===== config.mk =====
export PLATFORM = sky130hd
export DESIGN_NAME = lock_ctrl
export DESIGN_NICKNAME = d
export VERILOG_FILES = /design/src/rtl/lock_ctrl.sv
export SDC_FILE = /design/constraint.sdc
export NUM_CORES = 1
export LEC_CHECK = 0
export ABC_CLOCK_PERIOD_IN_PS = 4750
export CORE_ASPECT_RATIO = 1.25
export CORE_MARGIN = 5
export CORE_UTILIZATION = 64
export CTS_CLUSTER_DIAMETER = 80
export DETAILED_ROUTE_END_ITERATION = 10
export PLACE_DENSITY = 0.93
export SLEW_MARGIN = 20
export SYNTH_ARGS = -nofsm -noshare
export SYNTH_HDL_FRONTEND = slang
export SYNTH_SLANG_ARGS = --single-unit

===== constraint.sdc =====
create_clock -name clk -period 4.75 [get_ports clk]
set_clock_uncertainty 0.05 [all_clocks]
set_input_delay 0.95 -clock clk [delete_from_list [all_inputs] [get_ports clk]]
set_output_delay 0.95 -clock clk [all_outputs]
set_load 0.005 [all_outputs]

===== src/rtl/lock_ctrl.sv =====
// lock_ctrl: keypad combination-lock sequencer. Collects code entries, opens the
// lock on a match, locks out after repeated failures and supports reprogramming.
module lock_ctrl #(
    parameter int                  DIGITS       = 4,
    parameter logic [4*DIGITS-1:0] DEFAULT_CODE = 16'hB0B1,
    parameter int                  MAX_TRIES    = 3,
    parameter int                  UNLOCK_CYC   = 500,
    parameter int                  LOCKOUT_CYC  = 1000,
    parameter int                  ENTRY_TO     = 200
) (
    input  logic                           clk,
    input  logic                           rst_n,
    input  logic                           key_valid,
    input  logic [3:0]                     key_val,
    input  logic                           prog_req,
    output logic                           unlocked,
    output logic                           locked_out,
    output logic                           err_pulse,
    output logic                           prog_done,
    output logic [$clog2(MAX_TRIES+1)-1:0] fail_cnt,
    output logic [$clog2(DIGITS+1)-1:0]    digit_cnt
);

    localparam int CW   = 4 * DIGITS;
    localparam int FW   = $clog2(MAX_TRIES + 1);
    localparam int DW   = $clog2(DIGITS + 1);
    localparam int TMAX = (UNLOCK_CYC > LOCKOUT_CYC) ?
                          ((UNLOCK_CYC > ENTRY_TO) ? UNLOCK_CYC : ENTRY_TO) :
                          ((LOCKOUT_CYC > ENTRY_TO) ? LOCKOUT_CYC : ENTRY_TO);
    localparam int TW   = $clog2(TMAX + 1);

    localparam logic [TW-1:0] T_MAX       = TW'(TMAX);
    localparam logic [TW-1:0] ENTRY_LAST  = TW'(ENTRY_TO - 1);
    localparam logic [TW-1:0] UNLOCK_LAST = TW'(UNLOCK_CYC - 1);
    localparam logic [TW-1:0] LOCK_LAST   = TW'(LOCKOUT_CYC - 1);
    localparam logic [DW-1:0] LAST_DIGIT  = DW'(DIGITS - 1);
    localparam logic [DW-1:0] DIGIT_MAX   = DW'(DIGITS);
    localparam logic [FW-1:0] FAIL_MAX    = FW'(MAX_TRIES);

    typedef enum logic [2:0] {
        S_IDLE    = 3'd0,
        S_ENTRY   = 3'd1,
        S_CHECK   = 3'd2,
        S_OPEN    = 3'd3,
        S_PROG    = 3'd4,
        S_LOCKOUT = 3'd5
    } state_t;

    state_t          state_r, state_next_s;
    logic [TW-1:0]   timer_r, timer_next_s;
    logic [CW-1:0]   entry_r, entry_next_s, code_r, code_next_s, shifted_s;
    logic [DW-1:0]   digit_cnt_r, digit_next_s;
    logic [FW-1:0]   fail_cnt_r, fail_next_s, fail_inc_s;
    logic            unlocked_r, locked_out_r, err_pulse_r, prog_done_r;
    logic            err_next_s, prog_done_next_s;
    logic            timer_done_s, take_key_s, last_key_s, match_s;
    logic            clear_s, commit_s;

    assign last_key_s = (digit_cnt_r == LAST_DIGIT);
    assign shifted_s  = CW'({entry_r, key_val});
    assign match_s    = (entry_r == code_r);
    assign fail_inc_s = (fail_cnt_r < FAIL_MAX) ? (fail_cnt_r + FW'(1)) : fail_cnt_r;

    // Timer expiry per state and key acceptance; an expiring timer drops a coincident key.
    always_comb begin
        timer_done_s = 1'b0;
        take_key_s   = 1'b0;
        case (state_r)
            S_IDLE: begin
                timer_done_s = 1'b0;
                take_key_s   = key_valid;
            end
            S_ENTRY, S_PROG: begin
                timer_done_s = (timer_r == ENTRY_LAST);
                take_key_s   = key_valid && (timer_r != ENTRY_LAST);
            end
            S_OPEN: begin
                timer_done_s = (timer_r == UNLOCK_LAST);
                take_key_s   = key_valid && prog_req && (timer_r != UNLOCK_LAST);
            end
            S_LOCKOUT: begin
                timer_done_s = (timer_r == LOCK_LAST);
                take_key_s   = 1'b0;
            end
            default: begin
                timer_done_s = 1'b0;
                take_key_s   = 1'b0;
            end
        endcase
    end

    // Next-state logic.
    always_comb begin
        state_next_s = state_r;
        case (state_r)
            S_IDLE: begin
                if (take_key_s) state_next_s = last_key_s ? S_CHECK : S_ENTRY;
                else            state_next_s = S_IDLE;
            end
            S_ENTRY: begin
                if (timer_done_s)                  state_next_s = S_IDLE;
                else if (take_key_s && last_key_s) state_next_s = S_CHECK;
                else                               state_next_s = S_ENTRY;
            end
            S_CHECK: begin
                if (match_s)                     state_next_s = S_OPEN;
                else if (fail_inc_s == FAIL_MAX) state_next_s = S_LOCKOUT;
                else                             state_next_s = S_IDLE;
            end
            S_OPEN: begin
                if (timer_done_s)    state_next_s = S_IDLE;
                else if (take_key_s) state_next_s = last_key_s ? S_IDLE : S_PROG;
                else                 state_next_s = S_OPEN;
            end
            S_PROG: begin
                if (timer_done_s)                  state_next_s = S_IDLE;
                else if (take_key_s && last_key_s) state_next_s = S_IDLE;
                else                               state_next_s = S_PROG;
            end
            S_LOCKOUT: begin
                if (timer_done_s) state_next_s = S_IDLE;
                else              state_next_s = S_LOCKOUT;
            end
            default: state_next_s = S_IDLE;
        endcase
    end

    // Datapath and output next values; the entry clears whenever CHECK ends or we fall back to IDLE.
    always_comb begin
        clear_s      = (state_r == S_CHECK) || ((state_next_s == S_IDLE) && (state_r != S_IDLE));
        commit_s     = take_key_s && last_key_s && ((state_r == S_PROG) || (state_r == S_OPEN));
        timer_next_s = (take_key_s || (state_next_s != state_r)) ? {TW{1'b0}} :
                       ((timer_r < T_MAX) ? (timer_r + TW'(1)) : timer_r);
        entry_next_s = clear_s ? {CW{1'b0}} : (take_key_s ? shifted_s : entry_r);
        digit_next_s = clear_s ? {DW{1'b0}} :
                       ((take_key_s && (digit_cnt_r < DIGIT_MAX)) ? (digit_cnt_r + DW'(1)) : digit_cnt_r);
        code_next_s      = commit_s ? shifted_s : code_r;
        prog_done_next_s = commit_s;
        fail_next_s      = fail_cnt_r;
        err_next_s       = 1'b0;
        case (state_r)
            S_CHECK: begin
                fail_next_s = match_s ? {FW{1'b0}} : fail_inc_s;
                err_next_s  = !match_s;
            end
            S_LOCKOUT: begin
                fail_next_s = timer_done_s ? {FW{1'b0}} : fail_cnt_r;
                err_next_s  = 1'b0;
            end
            default: begin
                fail_next_s = fail_cnt_r;
                err_next_s  = 1'b0;
            end
        endcase
    end

    // State register.
    always_ff @(posedge clk or negedge rst_n) begin
        if (!rst_n) state_r <= S_IDLE;
        else        state_r <= state_next_s;
    end

    // Counters, code store and registered outputs.
    always_ff @(posedge clk or negedge rst_n) begin
        if (!rst_n) begin
            timer_r      <= {TW{1'b0}};
            entry_r      <= {CW{1'b0}};
            code_r       <= DEFAULT_CODE;
            digit_cnt_r  <= {DW{1'b0}};
            fail_cnt_r   <= {FW{1'b0}};
            unlocked_r   <= 1'b0;
            locked_out_r <= 1'b0;
            err_pulse_r  <= 1'b0;
            prog_done_r  <= 1'b0;
        end else begin
            timer_r      <= timer_next_s;
            entry_r      <= entry_next_s;
            code_r       <= code_next_s;
            digit_cnt_r  <= digit_next_s;
            fail_cnt_r   <= fail_next_s;
            unlocked_r   <= (state_next_s == S_OPEN);
            locked_out_r <= (state_next_s == S_LOCKOUT);
            err_pulse_r  <= err_next_s;
            prog_done_r  <= prog_done_next_s;
        end
    end

    assign unlocked   = unlocked_r;
    assign locked_out = locked_out_r;
    assign err_pulse  = err_pulse_r;
    assign prog_done  = prog_done_r;
    assign fail_cnt   = fail_cnt_r;
    assign digit_cnt  = digit_cnt_r;

endmodule


### Word-level counts from Yosys, hierarchy flattened

Index checks and enable logic that the tools add are counted.
Widths: inputs -> output; s select.

* multipliers: 0
* magnitude comparators: 3
* mux-type cells: 26
* equal/unequal tests: 17
* reductions and logical operators: 20
* shift-type cells: 0
* bitwise operators: 0
* div/mod/pow operators: 0
* add/sub/neg operators: 3

Operators by type and width (number)
* $mux 16: 2
* $mux 3: 10
* $mux 10: 2
* $pmux 3 s6: 1
* $eq 16x16->1: 1
* $mux 2: 7
* $eq 3x2->1 const B: 4
* $add 10x1->10 const B: 1
* $eq 10x10->1 const B: 1
* $eq 10x8->1 const B: 1
* $eq 10x9->1 const B: 1
* $lt 10x10->1 const B: 1
* $ne 10x8->1 const B: 1
* $ne 10x9->1 const B: 1
* $eq 3x3->1 const B: 3
* $reduce_bool 2->1: 4
* $logic_and 1x1->1: 7
* $logic_not 3->1: 2
* $pmux 1 s3: 2
* $pmux 2 s2: 1
* $add 3x1->3 const B: 1
* $eq 3x1->1 const B: 1
* $logic_or 1x1->1: 3
* $lt 3x3->1 const B: 1
* other kinds (10): 10

* memories kept: 0
* bits in writable memories: 0
* output and inout bits: 9
* word-level logic and storage cells: 79
* input bits: 8
* memory bits (read-only): 0
* flip-flop bits (word level): 54
* bits in latches: 0

### Logic depth before layout (Yosys ltp)

* depth after elaboration: 11
* mapped depth: 10
* depth with buffers taken out: 8

### Worst setup path before layout

Ideal clock, no wire load.

* path type: input to register
* from: in prog_req
* to: reg code_r[10]
* buffers on the path: 2
* library setup time: 0.125 ns
* slack: 1.960 ns
* data arrival time: 2.615 ns
* cell stages on the path: 8
* path through: nand4b_1 -> nor2b_1 -> a2111oi_4 -> nor2_2 -> and3_1 -> buf_2 -> buf_2 -> mux2_2

* word-level cells in the longest chain between the ends: 5

RTL lines
* from (decl): line 15 `input logic prog_req,`
* $logic_and 1x1->1 (2 in series): line 79 `take_key_s = key_valid && prog_req && (timer_r != UNLOCK_LAST);`
* $pmux 1 s3: line 68 `case (state_r)`
* $logic_and 1x1->1 (2 in series): line 131 `commit_s = take_key_s && last_key_s && ((state_r == S_PROG) || (state_r == S_OPEN));`
* named net commit_s: line 57 `logic clear_s, commit_s;`
* to (signal assigned): line 178 `code_r <= code_next_s;`
* to (decl): line 51 `logic [CW-1:0] entry_r, entry_next_s, code_r, code_next_s, shifted_s;`

The timed path passes the listed nets, and every way through them passes these cells.
A chain may end at the register's enable or synchronous reset.

### Final worst setup path

* from: in prog_req
* to: reg entry_r[10]

* word-level cells in the longest chain between the ends: 11
* elaborated cells between the ends (all ways): 17
* classes of those cells: 10 x mux; 7 x reduce/logical

RTL lines
* $logic_and 1x1->1 * (2 in series): line 79
* $pmux 1 s3 *: line 68
* $logic_and 1x1->1: line 102, 117
* $mux 2 or $mux 3 (tied branches): line 102, 117
* $mux 2 or $mux 3 (tied branches): line 101, 116
* $pmux 3 s6: line 95 `case (state_r)`
* $logic_not 3->1: line 130 `clear_s = (state_r == S_CHECK) || ((state_next_s == S_IDLE) && (state_r != S_IDLE));`
* $logic_and 1x1->1: line 130
* $logic_or 1x1->1: line 130
* $mux 16 or $reduce_bool 2->1 (tied branches)
* to (signal assigned): line 167 `entry_r <= {CW{1'b0}};`
* to (signal assigned): line 177 `entry_r <= entry_next_s;`
* to (decl): line 51

Mark *: on every way between the ends. The rest lies on a longest branch, timed or not.

==> impl_metrics.sql <==
INSERT INTO impl_metrics (metric_group, metric, value, unit) VALUES
('synth', 'syn-num-nets', '265', ''),
('die', 'ios', '17', ''),
('grt', 'grt_pass1_wl', '9880', 'um'),
('grt', 'first_global_vias', '2079', ''),
('die', 'floorplan.rows', '27', ''),
('detailed_routing', 'drt_drc_violations_left', '0', ''),
('detailed_routing', 'drt_first_iter_violations', '110', ''),
('synth', 'netlist_area', '2990', 'um^2'),
('clock_network', 'cts-htree-levels', '2', ''),
('synth', 'yosysWarningCount', '0', ''),
('hold_path', 'hold_path_depth', '1', ''),
('setup_path', 'endpoint_kind', 'flip-flop', ''),
('pwr', 'total_leakage_power', '1.49', 'nW'),
('pwr', 'total_power', '734', 'uW'),
('final_layout', 'nNetsFinal', '274', ''),
('final_layout', 'diodes', '0', ''),
('synth', 'distinct_cells_synth', '56', ''),
('clock_network', 'tritoncts', 'yes', ''),
('die', 'initial_cell_density_of_the_core', '67.1', '%'),
('timing', 'max_slew_violation_count', '0', ''),
('setup_path', 'setup.reg_to_reg.worst_slack', '1.43', 'ns'),
('placed_design', 'place_area', '3140', 'um^2'),
('timing', 'layout_worst_path_cycle_share', '73.4', '%'),
('hold_path', 'min-delay-start', 'code_r[10]', ''),
('timing', 'setup_tns', '0', 'ns'),
('timing', 'period_needed', '3.49', 'ns'),
('timing', 'tightest_slew', '0.960', 'ns'),
('clock_network', 'clock_latency', '0.30', 'ns'),
('detailed_routing', 'highest-signal-layer', 'met4', ''),
('clock_network', 'clk_slew_on_worst_s_h_paths', '0.09', 'ns'),
('setup_path', 'critical_path.startpoint_type', 'input pin', ''),
('detailed_routing', 'drt-total-wl', '5730', 'um'),
('detailed_routing', 'routed_wire_length_per_instance', '17.8', 'um'),
('clock_network', 'cts_hold_repair.buffers', '0', ''),
('placed_design', 'routabilityCongestion', '0.950', ''),
('clock_network', 'clock-root-buffer', 'clkbuf_8', ''),
('hold_path', 'timing.hold.worst.class', 'reg -> reg', ''),
('detailed_routing', 'wirelength_met1', '2390', 'um'),
('detailed_routing', 'detail_route.first_pass.iterations', '6', ''),
('detailed_routing', 'route.met2.wl', '2970', 'um'),
('die', 'core_area', '4460', 'um^2'),
('synth', 'synth_register_bits', '54', ''),
('pwr', 'maximum_vdd_drop', '0.188', 'mV'),
('setup_path', 'crit_type', 'in -> reg', ''),
('synth', 'postSynthCellCount', '254', ''),
('placed_design', 'place.detailed.instances', '314', ''),
('final_layout', 'final-seq-area', '1360', 'um^2'),
('final_layout', 'design_area', '3230', 'um^2'),
('grt', 'globalRouteTotalUtil', '20.2', '%'),
('timing', 'report.final.setup_viol', '0', ''),
('synth', 'synth_area_per_cell', '11.8', 'um^2'),
('timing', 'finalHoldViolCount', '0', ''),
('detailed_routing', 'route.met3.wl', '216', 'um'),
('placed_design', 'place.detailed.hpwl', '3800', 'um'),
('detailed_routing', 'detail-route-antenna-nets', '0', ''),
('die', 'die_width', '71.1', 'um'),
('grt', 'gr-total-overflow', '0', ''),
('timing', 'timing.fmax', '287', 'MHz'),
('final_layout', 'final_cell_count_no_fill', '322', ''),
('pwr', 'power.density', '227', 'nW/um^2'),
('setup_path', 'worstReg2RegEnd', 'entry_r[10]', ''),
('timing', 'fin_hold_ws', '0.489', 'ns'),
('status', 'outcome', 'finished, final reports clean', ''),
('synth', 'seq_area_frac_synth', '45.5', '%'),
('setup_path', 'critPathMaxFanout', '12', ''),
('clock_network', 'clock-sinks', '54', ''),
('setup_path', 'data_arrival_time_at_the_worst_slack_endpoint', '3.61', 'ns'),
('die', 'floorplan.die_area', '6150', 'um^2'),
('die', 'die-height', '86.4', 'um'),
('detailed_routing', 'drt-vias-per-instance', '6.23', ''),
('setup_path', 'critical_path_required_time', '4.87', 'ns');
## power by group
part	switching (mW)	internal (mW)
clock network	0.140	0.118
logic	0.0107	0.00556
registers	0	0.460
## worst max-delay path: stages
cell and delay [ns]:
clkdlybuf4s50_1 0.40, nand4b_1 0.13, o21ai_1 0.13, a2111oi_4 0.45, or4b_1 0.18, a211oi_2 0.09, nor4b_4 0.87, buf_4 0.33
nor3_1 0.08
## placed cells by master, fill, tap and decap left out, types with 2 or more instances in the layout
master	netlist	routed
a21o_1	3	3
a21oi_1	2	2
a31oi_1	3	3
and3_1	7	7
buf_4	2	5
clkbuf_8	0	6
clkdlybuf4s50_1	0	15
dfrtp_1	47	47
dfstp_2	7	7
ha_1	3	3
inv_1	2	2
mux2_2	15	15
mux2i_1	18	18
nand2_1	11	11
nand2b_1	4	4
nand4_1	5	5
nand4b_1	2	2
nor2_1	8	8
nor2b_1	4	4
nor3_1	15	15
nor3_2	11	11
nor4_2	8	8
o21ai_0	2	2
or2_2	2	2
xnor2_1	22	22
xor2_1	6	6
## state kept, by name, indices dropped and copies added, names as in the netlist
name and cells:
code_r 16, digit_cnt 3, entry_r 16, err_pulse 1, fail_cnt 2, locked_out 1, prog_done 1, state_r 3
timer_r 10, unlocked 1
## Yosys cell counts (all sizes together)
master	n	area (um^2)
dfstp	7	184
a22o	1	8.76
nor3	26	185
o2111ai	1	8.76
nor4b	2	32.5
a211o	1	8.76
o311ai	1	8.76
nand3b	2	27.5
xor2	6	52.6
buf	12	87.6
a21o	3	22.5
nand3	1	5.00
a2111oi	1	27.5
and2	1	6.26
or4b	1	10.0
nor2b	4	25.0
nand4b	3	32.5
ha	3	37.5
o21ai	3	15.0
a221oi	1	26.3
a211oi	2	20.0
nand4	5	31.3
a21oi	3	26.3
nor2	9	36.3
clkbuf	7	26.3
mux2i	18	180
o211ai	1	7.51
inv	2	7.51
o31ai	1	7.51
xnor2	22	193
a31oi	3	18.8
nand2	11	41.3
a22oi	1	7.51
o22ai	1	6.26
or3b	1	11.3
and3	8	51.3
nor4	9	106
or2	3	18.8
dfrtp	47	1180
mux2	16	180
nand2b	4	25.0
## final cells by class
type,count,share of cell area (%)
tap,58,2.24
clock buffer,7,2.67
clock inverter,1,0.155
multi-input combinational,179,46.7
timing repair buffer,21,5.96
inverter,2,0.232
sequential,54,42.1
## worst max-delay path by stage
stage             start          end  cells past startpoint
6_report       prog_req  entry_r[10]                      9
5_1_grt        prog_req  entry_r[10]                      9
4_1_cts        prog_req  entry_r[10]                      9
3_5_place_dp   prog_req  entry_r[10]                      9
3_3_place_gp   prog_req   entry_r[2]                      9
2_1_floorplan  prog_req   code_r[10]                      8
## layer usage
metal,GRT usage [%],vias up
met2,34.9,55
met1,24.4,1001
met3,3.48,15
met5,0,-
met4,9.40,0
li1,-,934
## cell families (layout without fill, tap and decap cells)
logic type,after synthesis,count (layout),synth area share [%]
xor+xnor,28,28,8.20
compound gates,24,24,7.36
simple gates,90,90,21.6
buf+inv,21,31,4.06
flops,54,54,45.5
fa+ha+maj,3,3,1.26
mux,34,34,12.1
(Power assumes the default switching activity.)
